File: src/rtl/cgra_pkg.sv
// ----------------------------------------------------------------------------
// cgra_pkg
// Shared definitions for the CGRA processing-element configuration path:
// frame width, frame field bit positions, PE opcode constants, the context
// sequencer state type and the frame parity helper.
// ----------------------------------------------------------------------------
package cgra_pkg;

    localparam int CFG_W = 64;

    // Frame field bit positions (LSB / MSB inclusive)
    localparam int OP_LSB       = 0;
    localparam int OP_MSB       = 5;
    localparam int SRC0_LSB     = 6;
    localparam int SRC0_MSB     = 9;
    localparam int SRC1_LSB     = 10;
    localparam int SRC1_MSB     = 13;
    localparam int DST_LSB      = 14;
    localparam int DST_MSB      = 17;
    localparam int ROUTE_LSB    = 18;
    localparam int ROUTE_MSB    = 21;
    localparam int PRED_EN_BIT  = 22;
    localparam int PRED_INV_BIT = 23;
    localparam int IMM_LSB      = 24;
    localparam int IMM_MSB      = 39;
    localparam int EXT_LSB      = 40;
    localparam int EXT_MSB      = 63;

    // PE opcodes
    localparam logic [5:0] OP_NOP   = 6'd0;
    localparam logic [5:0] OP_ADD   = 6'd1;
    localparam logic [5:0] OP_SUB   = 6'd2;
    localparam logic [5:0] OP_MUL   = 6'd3;
    localparam logic [5:0] OP_MAC   = 6'd4;
    localparam logic [5:0] OP_PASS0 = 6'd16;
    localparam logic [5:0] OP_LIF   = 6'd18;

    typedef enum logic [1:0] {
        IDLE = 2'd0,
        RUN  = 2'd1,
        DONE = 2'd2
    } ctx_seq_state_t;

    // Even-parity bit: makes the total number of ones (frame + bit) even.
    function automatic logic frame_parity(input logic [CFG_W-1:0] frame);
        return ^frame;
    endfunction

endpackage

File: src/rtl/cgra_ctx_mem.sv
// ----------------------------------------------------------------------------
// cgra_ctx_mem
// Context frame store: CTX_DEPTH entries, one synchronous write port and one
// combinational read port. Contents are not reset.
// Build option CGRA_CTX_PARITY_EN: each entry carries an even-parity bit
// generated on write; perr flags a parity mismatch on the read port.
// Without the option no parity is stored and perr is 0.
//
// Ports:
//   clk    in   clock
//   we     in   write strobe
//   waddr  in   write address
//   wdata  in   frame to store
//   raddr  in   read address
//   rdata  out  frame at raddr
//   perr   out  parity mismatch on the entry at raddr
// ----------------------------------------------------------------------------
module cgra_ctx_mem
    import cgra_pkg::*;
#(
    parameter int CTX_DEPTH = 16,
    parameter int CTX_AW    = 4
) (
    input  logic              clk,
    input  logic              we,
    input  logic [CTX_AW-1:0] waddr,
    input  logic [CFG_W-1:0]  wdata,
    input  logic [CTX_AW-1:0] raddr,
    output logic [CFG_W-1:0]  rdata,
    output logic              perr
);

`ifdef CGRA_CTX_PARITY_EN
    logic [CFG_W:0] mem_q [CTX_DEPTH];

    always_ff @(posedge clk) begin
        if (we) begin
            mem_q[waddr] <= {frame_parity(wdata), wdata};
        end
    end

    assign rdata = mem_q[raddr][CFG_W-1:0];
    // Stored word including its parity bit must have an even number of ones.
    assign perr  = ^mem_q[raddr];
`else
    logic [CFG_W-1:0] mem_q [CTX_DEPTH];

    always_ff @(posedge clk) begin
        if (we) begin
            mem_q[waddr] <= wdata;
        end
    end

    assign rdata = mem_q[raddr];
    assign perr  = 1'b0;
`endif

endmodule

File: src/rtl/cgra_ctx_seq.sv
// ----------------------------------------------------------------------------
// cgra_ctx_seq
// Per-PE context sequencer. Holds CTX_DEPTH configuration frames and replays
// frames 0..len-1 onto the PE, repeated for a programmed number of
// iterations, with stall and abort control. Frames are loaded while idle.
// Build option CGRA_CTX_PARITY_EN enables per-entry parity checking; a
// corrupted entry stops the run and raises the sticky err flag.
//
// Ports:
//   clk, rst_n     clock, asynchronous active-low reset
//   cfg_we/waddr/wdata   context write (accepted only while idle)
//   start, ctx_len, loop_cnt   run request (sampled only while idle)
//   stall          suppress issue this cycle
//   abort          terminate the current run without a done pulse
//   config_frame   frame presented to the PE (holds when not issuing)
//   config_valid   frame is to be executed this cycle
//   cur_idx        context index of config_frame
//   busy           run in progress
//   done           one-cycle completion pulse
//   err            sticky parity error (always 0 without the parity build)
// ----------------------------------------------------------------------------
module cgra_ctx_seq
    import cgra_pkg::*;
#(
    parameter int CTX_DEPTH = 16,
    parameter int CTX_AW    = 4,
    parameter int LOOP_W    = 8
) (
    input  logic              clk,
    input  logic              rst_n,
    input  logic              cfg_we,
    input  logic [CTX_AW-1:0] cfg_waddr,
    input  logic [CFG_W-1:0]  cfg_wdata,
    input  logic              start,
    input  logic [CTX_AW:0]   ctx_len,
    input  logic [LOOP_W-1:0] loop_cnt,
    input  logic              stall,
    input  logic              abort,
    output logic [CFG_W-1:0]  config_frame,
    output logic              config_valid,
    output logic [CTX_AW-1:0] cur_idx,
    output logic              busy,
    output logic              done,
    output logic              err
);

    localparam logic [CTX_AW:0] MAX_LEN = (CTX_AW+1)'(CTX_DEPTH);

    ctx_seq_state_t    state_q, state_d;
    logic [CTX_AW-1:0] idx_q, idx_d;
    logic [LOOP_W-1:0] iter_q, iter_d;
    logic [CTX_AW:0]   len_q, len_d;
    logic [LOOP_W-1:0] iters_q, iters_d;
    logic [CFG_W-1:0]  frame_q, frame_d;
    logic              valid_q, valid_d;
    logic [CTX_AW-1:0] cur_idx_q, cur_idx_d;
    logic              busy_q, busy_d;
    logic              done_q, done_d;
    logic              err_q, err_d;

    logic              mem_we;
    logic [CFG_W-1:0]  rd_frame;
    logic              rd_perr;
    logic              len_ok;
    logic              last_in_iter;
    logic              last_iter;

    assign mem_we = cfg_we && (state_q == IDLE);

    cgra_ctx_mem #(
        .CTX_DEPTH (CTX_DEPTH),
        .CTX_AW    (CTX_AW)
    ) u_mem (
        .clk   (clk),
        .we    (mem_we),
        .waddr (cfg_waddr),
        .wdata (cfg_wdata),
        .raddr (idx_q),
        .rdata (rd_frame),
        .perr  (rd_perr)
    );

    assign len_ok       = (ctx_len != '0) && (ctx_len <= MAX_LEN);
    assign last_in_iter = ({1'b0, idx_q} == (len_q - 1'b1));
    assign last_iter    = (iter_q == (iters_q - 1'b1));

    always_comb begin
        state_d   = state_q;
        idx_d     = idx_q;
        iter_d    = iter_q;
        len_d     = len_q;
        iters_d   = iters_q;
        frame_d   = frame_q;
        valid_d   = valid_q;
        cur_idx_d = cur_idx_q;
        busy_d    = busy_q;
        done_d    = 1'b0;
        err_d     = err_q;

        case (state_q)
            IDLE: begin
                valid_d = 1'b0;
                if (start && len_ok) begin
                    len_d   = ctx_len;
                    iters_d = (loop_cnt == '0) ? LOOP_W'(1) : loop_cnt;
                    idx_d   = '0;
                    iter_d  = '0;
                    busy_d  = 1'b1;
                    err_d   = 1'b0;
                    state_d = RUN;
                end
            end

            RUN: begin
                if (abort) begin
                    valid_d = 1'b0;
                    busy_d  = 1'b0;
                    state_d = IDLE;
                end else if (stall) begin
                    valid_d = 1'b0;
                end else if (rd_perr) begin
                    // Corrupted entry: drop the frame and end the run quietly.
                    valid_d = 1'b0;
                    err_d   = 1'b1;
                    busy_d  = 1'b0;
                    state_d = IDLE;
                end else begin
                    frame_d   = rd_frame;
                    cur_idx_d = idx_q;
                    valid_d   = 1'b1;
                    if (last_in_iter) begin
                        idx_d  = '0;
                        iter_d = iter_q + 1'b1;
                        // Outputs are registered, so DONE is the cycle that
                        // presents the final frame; done pulses one cycle later.
                        if (last_iter) begin
                            state_d = DONE;
                        end
                    end else begin
                        idx_d = idx_q + 1'b1;
                    end
                end
            end

            DONE: begin
                valid_d = 1'b0;
                busy_d  = 1'b0;
                done_d  = !abort;
                state_d = IDLE;
            end

            default: begin
                valid_d = 1'b0;
                busy_d  = 1'b0;
                state_d = IDLE;
            end
        endcase
    end

    always_ff @(posedge clk or negedge rst_n) begin
        if (!rst_n) begin
            state_q   <= IDLE;
            idx_q     <= '0;
            iter_q    <= '0;
            len_q     <= '0;
            iters_q   <= '0;
            frame_q   <= '0;
            valid_q   <= 1'b0;
            cur_idx_q <= '0;
            busy_q    <= 1'b0;
            done_q    <= 1'b0;
            err_q     <= 1'b0;
        end else begin
            state_q   <= state_d;
            idx_q     <= idx_d;
            iter_q    <= iter_d;
            len_q     <= len_d;
            iters_q   <= iters_d;
            frame_q   <= frame_d;
            valid_q   <= valid_d;
            cur_idx_q <= cur_idx_d;
            busy_q    <= busy_d;
            done_q    <= done_d;
            err_q     <= err_d;
        end
    end

    assign config_frame = frame_q;
    assign config_valid = valid_q;
    assign cur_idx      = cur_idx_q;
    assign busy         = busy_q;
    assign done         = done_q;
    assign err          = err_q;

endmodule

File: config.mk
export PLATFORM = sky130hd
export DESIGN_NAME = cgra_ctx_seq
export DESIGN_NICKNAME = d
export VERILOG_FILES = /design/src/rtl/cgra_pkg.sv /design/src/rtl/cgra_ctx_mem.sv /design/src/rtl/cgra_ctx_seq.sv
export SDC_FILE = /design/constraint.sdc
export NUM_CORES = 1
export LEC_CHECK = 0
export ABC_CLOCK_PERIOD_IN_PS = 7610
export BUFFER_PORTS_ARGS = -buffer_cell sky130_fd_sc_hd__clkbuf_2
export CORE_MARGIN = 3
export CORE_UTILIZATION = 61
export CTS_CLUSTER_DIAMETER = 50
export DETAILED_ROUTE_END_ITERATION = 7
export PLACE_DENSITY = 0.79
export SLEW_MARGIN = 25
export SYNTH_ARGS = -nofsm -noshare
export SYNTH_HDL_FRONTEND = slang
export SYNTH_SLANG_ARGS = --single-unit
File: constraint.sdc
create_clock -name clk -period 7.61 [get_ports clk]
set_input_delay 1.9025 -clock clk [delete_from_list [all_inputs] [get_ports clk]]
set_output_delay 1.9025 -clock clk [all_outputs]
set_load 0.02 [all_outputs]
==> impl_metrics.py, run 1 <==
metrics = {
    "setup_path": {
        "crit_top_cell": "buf_4",
        "r2r_cells": 6,
        "path_cells": "clkbuf_2, or4b_4, inv_2, buf_4, and2_1, buf_4, a221o_1",
        "worst-path-max-fanout": 43,
        "reg2reg_from": "state_q[1]",
        "worstPathRequired_ns": 8.20,
        "cp-end-kind": "flip-flop",
        "arrival_ns": 4.99,
        "cpLargestDelayFamily": "simple AND/OR/NAND/NOR gates",
        "r2r_setup_slack_ns": 4.11,
        "cp_slowest_cell": "or4b_4",
        "startpoint_type": "input pin",
        "critPathKind": "input pin to flip-flop",
        "cpPeakStageDelay_ns": 0.82,
        "critPathBufInv": 4,
        "reg2reg_to": "config_frame[21]",
    },
    "placed_design": {
        "gp_congestion": 0.764,
        "portBuffers": 157,
        "dp_hpwl_mm": 47.2,
        "place_area_mm2": 0.0448,
    },
    "cells_and_area": {
        "layout-drive-gt1-share": 0.324,
        "area_growth_pct": 13.4,
        "regArea_mm2": 0.0332,
        "final_nets": 2228,
        "post-route-util": 0.703,
        "finalInstanceArea_mm2": 0.0485,
        "multiInputGateArea_mm2": 0.00926,
        "fillCellCount": 3920,
    },
    "logic_synthesis": {
        "ys_warn_count": 0,
        "syn_nets": 2025,
        "synth-edff-count": 1024,
        "async_flop_share": 0.0873,
        "netlist_instances": 1934,
        "synth.area.mux_share": 0.169,
        "ys_seq_area_frac": 0.775,
        "synthSimpleGateAreaFrac": 0.0276,
        "yosysTopAreaCellShare": 0.718,
        "ys_types": 55,
        "yosysMostFrequentCell": "edfxtp_1",
        "syn_area_per_cell_um2": 22.1,
        "synth_compound_gate_area_share": 0.0131,
        "post-synth-top-area-cell": "edfxtp_1",
        "netlist_top_cells_count": "edfxtp_1 (1024), mux4_2 (292), nand2_1 (157)",
        "synth_top_family_by_area": "multiplexers",
        "synthAdderAreaFrac": 0.00117,
        "synth-xor-area-share": 0.00307,
        "syn_area_mm2": 0.0428,
        "synthTopCellsByArea": "edfxtp_1 (72%), mux4_2 (15%), dfrtp_1 (5.7%)",
        "ys.flop_type": "edfxtp_1",
        "ys_seq_elements": 1122,
    },
    "timing": {
        "fin_crit_sh": 0.578,
        "worst_slew_pin_slew_ns": 1.07,
        "rsz0062_at_grt": "no",
        "tns_ns": 0,
        "max_freq_mhz": 227,
        "hold_viol": 0,
        "slew_headroom": 0.288,
        "min_period_ns": 4.40,
        "setup_viol": 0,
        "fin_skew_ns": 0.0237,
        "finalMaxSlewViolations": 0,
    },
    "grt": {
        "antenna_found_initial": 11,
        "grt_first_pass_wirelength_mm": 144,
        "grt_max_degree": 155,
        "grtUsageTotal": 0.269,
        "grt.overflow.total": 0,
        "grt_pass1_vias": 22200,
    },
    "floorplanning": {
        "ioPinCount": 159,
        "fp.dieH_um": 271,
        "dieArea_mm2": 0.0734,
        "core_area_mm2": 0.0691,
        "core.rowCount": 96,
        "initial_core_util": 0.620,
        "chipWidth_um": 271,
    },
    "routing": {
        "wirelength_mm": 95.8,
        "dr.pass1.iters": 5,
        "wl_met3_mm": 7.95,
        "drc": 0,
        "wl_met1_mm": 36.1,
        "dr_wl_met2_mm": 48.9,
        "drtIter0Drc": 2522,
        "vias_per_cell": 6.55,
        "ant_nets": 0,
        "avgRoutedWirePerCell_um": 30.2,
        "route.vias.total": 20800,
        "highest_layer": "met5",
    },
    "clock_network": {
        "insertion_delay_ns": 0.67,
        "cts_resized": 0,
        "cts_num_sinks": 1122,
        "cts_tree": "done",
        "hold_buffers": 0,
        "clkTransAtPathRegs_ns": 0.06,
        "clockBufferDepth": 3,
        "cts_root_buf": "clkbuf_16",
        "cts_setup_buffers": 0,
        "cts_buffers": 108,
        "htreeDepth": 3,
    },
    "pwr": {
        "ir_drop_mv": 0.228,
        "power.total_mw": 14.7,
        "power_density_mw_per_mm2": 303,
        "leakagePower_nw": 15.8,
    },
    "run": {
        "maxCapViolCount": 0,
    },
    "run_status": {
        "outcome": "completed",
    },
    "min_path": {
        "min_from": "config_frame[30]",
        "whs_endpoint": "config_frame[30]",
        "min_delay_path_depth": 2,
        "min_path_type": "flip-flop to flip-flop",
    },
}
-- layout by cell type, fill, tap and decap left out, drive strengths merged, types with 6 or more instances in the layout --
cell	n
edfxtp	1024
clkbuf	311
mux4	292
nand2	157
dfrtp	98
buf	41
nor3	38
mux2i	33
clkinv	29
mux2	28
a221o	28
nor2	24
inv	13
xnor2	11
nand2b	10
diode	9
bufinv	9
clkinvlp	8
o21ai	8
nand4	6
-- stage by stage --
| stage | worst slack [ns] | std cells | hold slack [ns] |
|---|---|---|---|
| final | 3.21 | 3173 | 0.476 |
| after global routing | 3.14 | 3168 | 0.498 |
| after CTS | 3.29 | 3164 | 0.481 |
| after detailed placement | 2.61 | 2958 | 0.465 |
| after global placement | 2.69 | 2957 | 0.462 |
| after floorplan | 0.357 | 1934 | 0.455 |
-- kinds of logic after synthesis --
kind of cell,Yosys count
simple gates,263
flops,1122
buf+inv,112
xor+xnor,15
other cells,1
fa+ha+maj,4
compound gates,64
mux,353
-- how the worst max path moves through the flow --
stage                            start                 to  slack [ns]  cells after the start
after floorplan           cfg_waddr[1]  u_mem.mem_q[0][0]        0.36                      2
after global placement           abort   config_frame[12]        2.69                      7
after detailed placement         abort    config_frame[4]        2.61                      7
after CTS                        abort   config_frame[21]        3.29                      7
after global routing             abort   config_frame[21]        3.14                      7
final                            abort   config_frame[21]        3.21                      7
-- registers in the layout (all words and copies together) (netlist names) --
register / flops
u_mem.mem_q: 1024
config_frame: 64
iter_q: 8
iters_q: 8
len_q: 5
cur_idx: 4
idx_q: 4
state_q: 2
busy: 1
config_valid: 1
done: 1
-- power by group --
part | internal (mW) | total (mW) | switching (mW) | leakage (nW)
combinational | 1.02 | 2.09 | 1.07 | 3.50
sequential | 6.95 | 7.17 | 0.221 | 10.5
clock | 3.19 | 5.45 | 2.27 | 1.80
total | 11.2 | 14.7 | 3.55 | 15.8
-- tightest hold or removal path, delay by kind of cell (launching register included) --
family,cells,cell delay [ns]
AND/OR/NAND/NOR,2,0.10
flip-flops,1,0.34
-- routing by layer --
metal  GRT usage  vias up
met5           0        -
met4      0.0961        6
met3      0.0566      229
met2       0.437     1129
met1       0.369    11000
li1            -     8470
-- cell type report --
class / count / share of cell area
Antenna cell: 9 / 0.000464
Clock buffer: 155 / 0.0646
Clock inverter: 51 / 0.0115
Inverter: 8 / 0.000619
Multi-Input combinational cell: 700 / 0.191
Sequential cell: 1122 / 0.684
Tap cell: 931 / 0.0240
Timing Repair Buffer: 197 / 0.0236
No activity file was read; power rests on OpenSTA's default activity.
==> run 2, diff against run 1 <==
Settings changed: ABC_CLOCK_PERIOD_IN_PS 7610 to 3800, CORE_UTILIZATION 61 to 55, PLACE_DENSITY 0.79 to 0.75.
Clock period 7.61 ns to 3.8 ns, I/O delays scaled along.
==> run 2 against run 1 <==
Against the previous run:
- critical path depth is 2 lower
- die area is 11% higher
- combinational power is 110% higher
- count of clock-buffer cells in the layout is 7 lower
- sequential power is 100% higher
- total power is 100% higher
- non-clock buffer count is 20 higher
==> impl_metrics.py, run 2 (synthesized netlist as in run 1, its figures left out) <==
metrics = {
    "setup_path": {
        "arrival_ns": 3.19,
        "cp-endpoint": "config_frame[38]",
        "worst-path-max-fanout": 43,
        "worstPathRequired_ns": 4.35,
        "reg2reg_to": "config_frame[38]",
        "startpoint": "idx_q[0]",
        "reg2reg_from": "idx_q[0]",
        "cp-end-kind": "flip-flop",
        "startpoint_type": "flip-flop",
        "critPathKind": "flip-flop to flip-flop",
        "r2r_setup_slack_ns": 1.16,
        "r2r_cells": 5,
    },
    "clock_network": {
        "cts_setup_buffers": 0,
        "cts_resized": 0,
        "cts_buffers": 113,
        "cts_root_buf": "clkbuf_16",
        "cts_tree": "done",
        "clkTransAtPathRegs_ns": 0.06,
        "hold_buffers": 0,
        "insertion_delay_ns": 0.68,
        "htreeDepth": 3,
        "cts_num_sinks": 1122,
        "clockBufferDepth": 3,
    },
    "routing": {
        "dr.pass1.iters": 7,
        "route.vias.total": 20800,
        "wirelength_mm": 96.7,
        "avgRoutedWirePerCell_um": 29.3,
        "vias_per_cell": 6.32,
        "drc": 0,
        "drtIter0Drc": 2331,
        "ant_nets": 0,
    },
    "timing": {
        "hold_viol": 0,
        "fin_crit_sh": 0.696,
        "worst_slew_pin_slew_ns": 0.798,
        "max_freq_mhz": 378,
        "rsz0062_at_grt": "no",
        "setup_viol": 0,
        "fin_skew_ns": 0.0319,
        "finalMaxSlewViolations": 0,
        "tns_ns": 0,
        "min_period_ns": 2.64,
        "slew_headroom": 0.468,
        "fin_ws_ns": 1.16,
    },
    "floorplanning": {
        "ioPinCount": 159,
        "fp.dieH_um": 285,
        "core.rowCount": 101,
        "dieArea_mm2": 0.0812,
        "chipWidth_um": 285,
        "initial_core_util": 0.559,
        "core_area_mm2": 0.0766,
    },
    "placed_design": {
        "gp_congestion": 0.755,
        "dp_hpwl_mm": 47.7,
        "dp_slack_ns": 0.691,
        "portBuffers": 157,
        "dp.cells": 3077,
    },
    "cells_and_area": {
        "final_nets": 2253,
        "area_growth_pct": 15.4,
        "fin_cells": 3297,
        "regMostFlops": "u_mem.mem_q",
        "layout-drive-gt1-share": 0.329,
        "final_common_cell": "edfxtp_1",
        "largest_register_ffs": 1024,
        "mostFrequentLayoutCells": "edfxtp_1 (1024), mux4_2 (292), nand2_1 (157)",
    },
    "pwr": {
        "power_density_mw_per_mm2": 609,
        "leakagePower_nw": 16.1,
        "ir_drop_mv": 0.391,
    },
    "grt": {
        "grt_first_pass_wirelength_mm": 145,
        "grt.overflow.total": 0,
        "grt_pass1_vias": 21900,
        "antenna_found_initial": 9,
        "grtUsageTotal": 0.242,
        "grt_max_degree": 97,
    },
    "run": {
        "maxCapViolCount": 0,
    },
    "run_status": {
        "outcome": "completed",
    },
    "min_path": {
        "min_path_type": "input pin to asynchronous set/reset pin",
    },
}
==> run 2: cell types whose count changed in the layout (fill, tap and decap cells not counted), sizes merged <==
cell,before,now
buf,41,61
clkinv,29,37
clkbuf,311,304
bufinv,9,14
inv,13,16
clkinvlp,8,6
diode,9,7
==> run 2: final cells by class <==
cell class / instances / area [um2]
Antenna cell: 7 / 17.5
Multi-Input combinational cell: 700 / 9290
Clock inverter: 65 / 762
Inverter: 8 / 30.0
Timing Repair Buffer: 217 / 1730
Sequential cell: 1122 / 33200
Fill cell: 4915 / 27200
Clock buffer: 148 / 3090
Tap cell: 1030 / 1290
==> run 2: worst min-delay path by stage <==
stage / to / slack, ns / cells after the start
floorplan: busy / 0.46 / 1
global placement: config_frame[9] / 0.47 / 2
detailed placement: config_frame[25] / 0.47 / 2
CTS: len_q[1] / 0.32 / 1
global route: len_q[3] / 0.35 / 1
finish: len_q[1] / 0.33 / 1
==> run 2: per-layer routing <==
layer,GRT usage,wire [um],part of all wire,up-vias
met1,0.332,37400,0.39,11100
met3,0.0496,7420,0.077,202
met4,0.0692,2610,0.027,4
met5,0,24,0.00025,-
li1,-,-,-,8543
met2,0.401,49200,0.51,1017
==> run 2: worst max-delay path: stages (launching register included) <==
cell,delay (ns)
dfrtp_4,0.84
buf_12,0.41
mux4_2,0.57
mux4_2,0.49
nand2_1,0.09
nand2_1,0.06
==> run 2: power by group <==
group	switching [mW]	internal, mW	leakage (nW)
Combinational	2.19	2.15	3.72
Clock	4.64	6.71	1.88
Sequential	0.450	13.9	10.5
Total	7.29	22.8	16.1
==> run 2: metrics by stage <==
| step | instance area [um2] | power [mW] | hold slack (ns) | util |
|---|---|---|---|---|
| after global placement | 45500 | 18.9 | 0.468 | 0.595 |
| after CTS | 49400 | 30.3 | 0.323 | 0.645 |
| after global routing | 49400 | 31.1 | 0.354 | 0.645 |
| after floorplan | 42900 | 17.5 | 0.455 | - |
| final | 49400 | 30.1 | 0.327 | 0.645 |
| after detailed placement | 45500 | 19.0 | 0.469 | 0.595 |
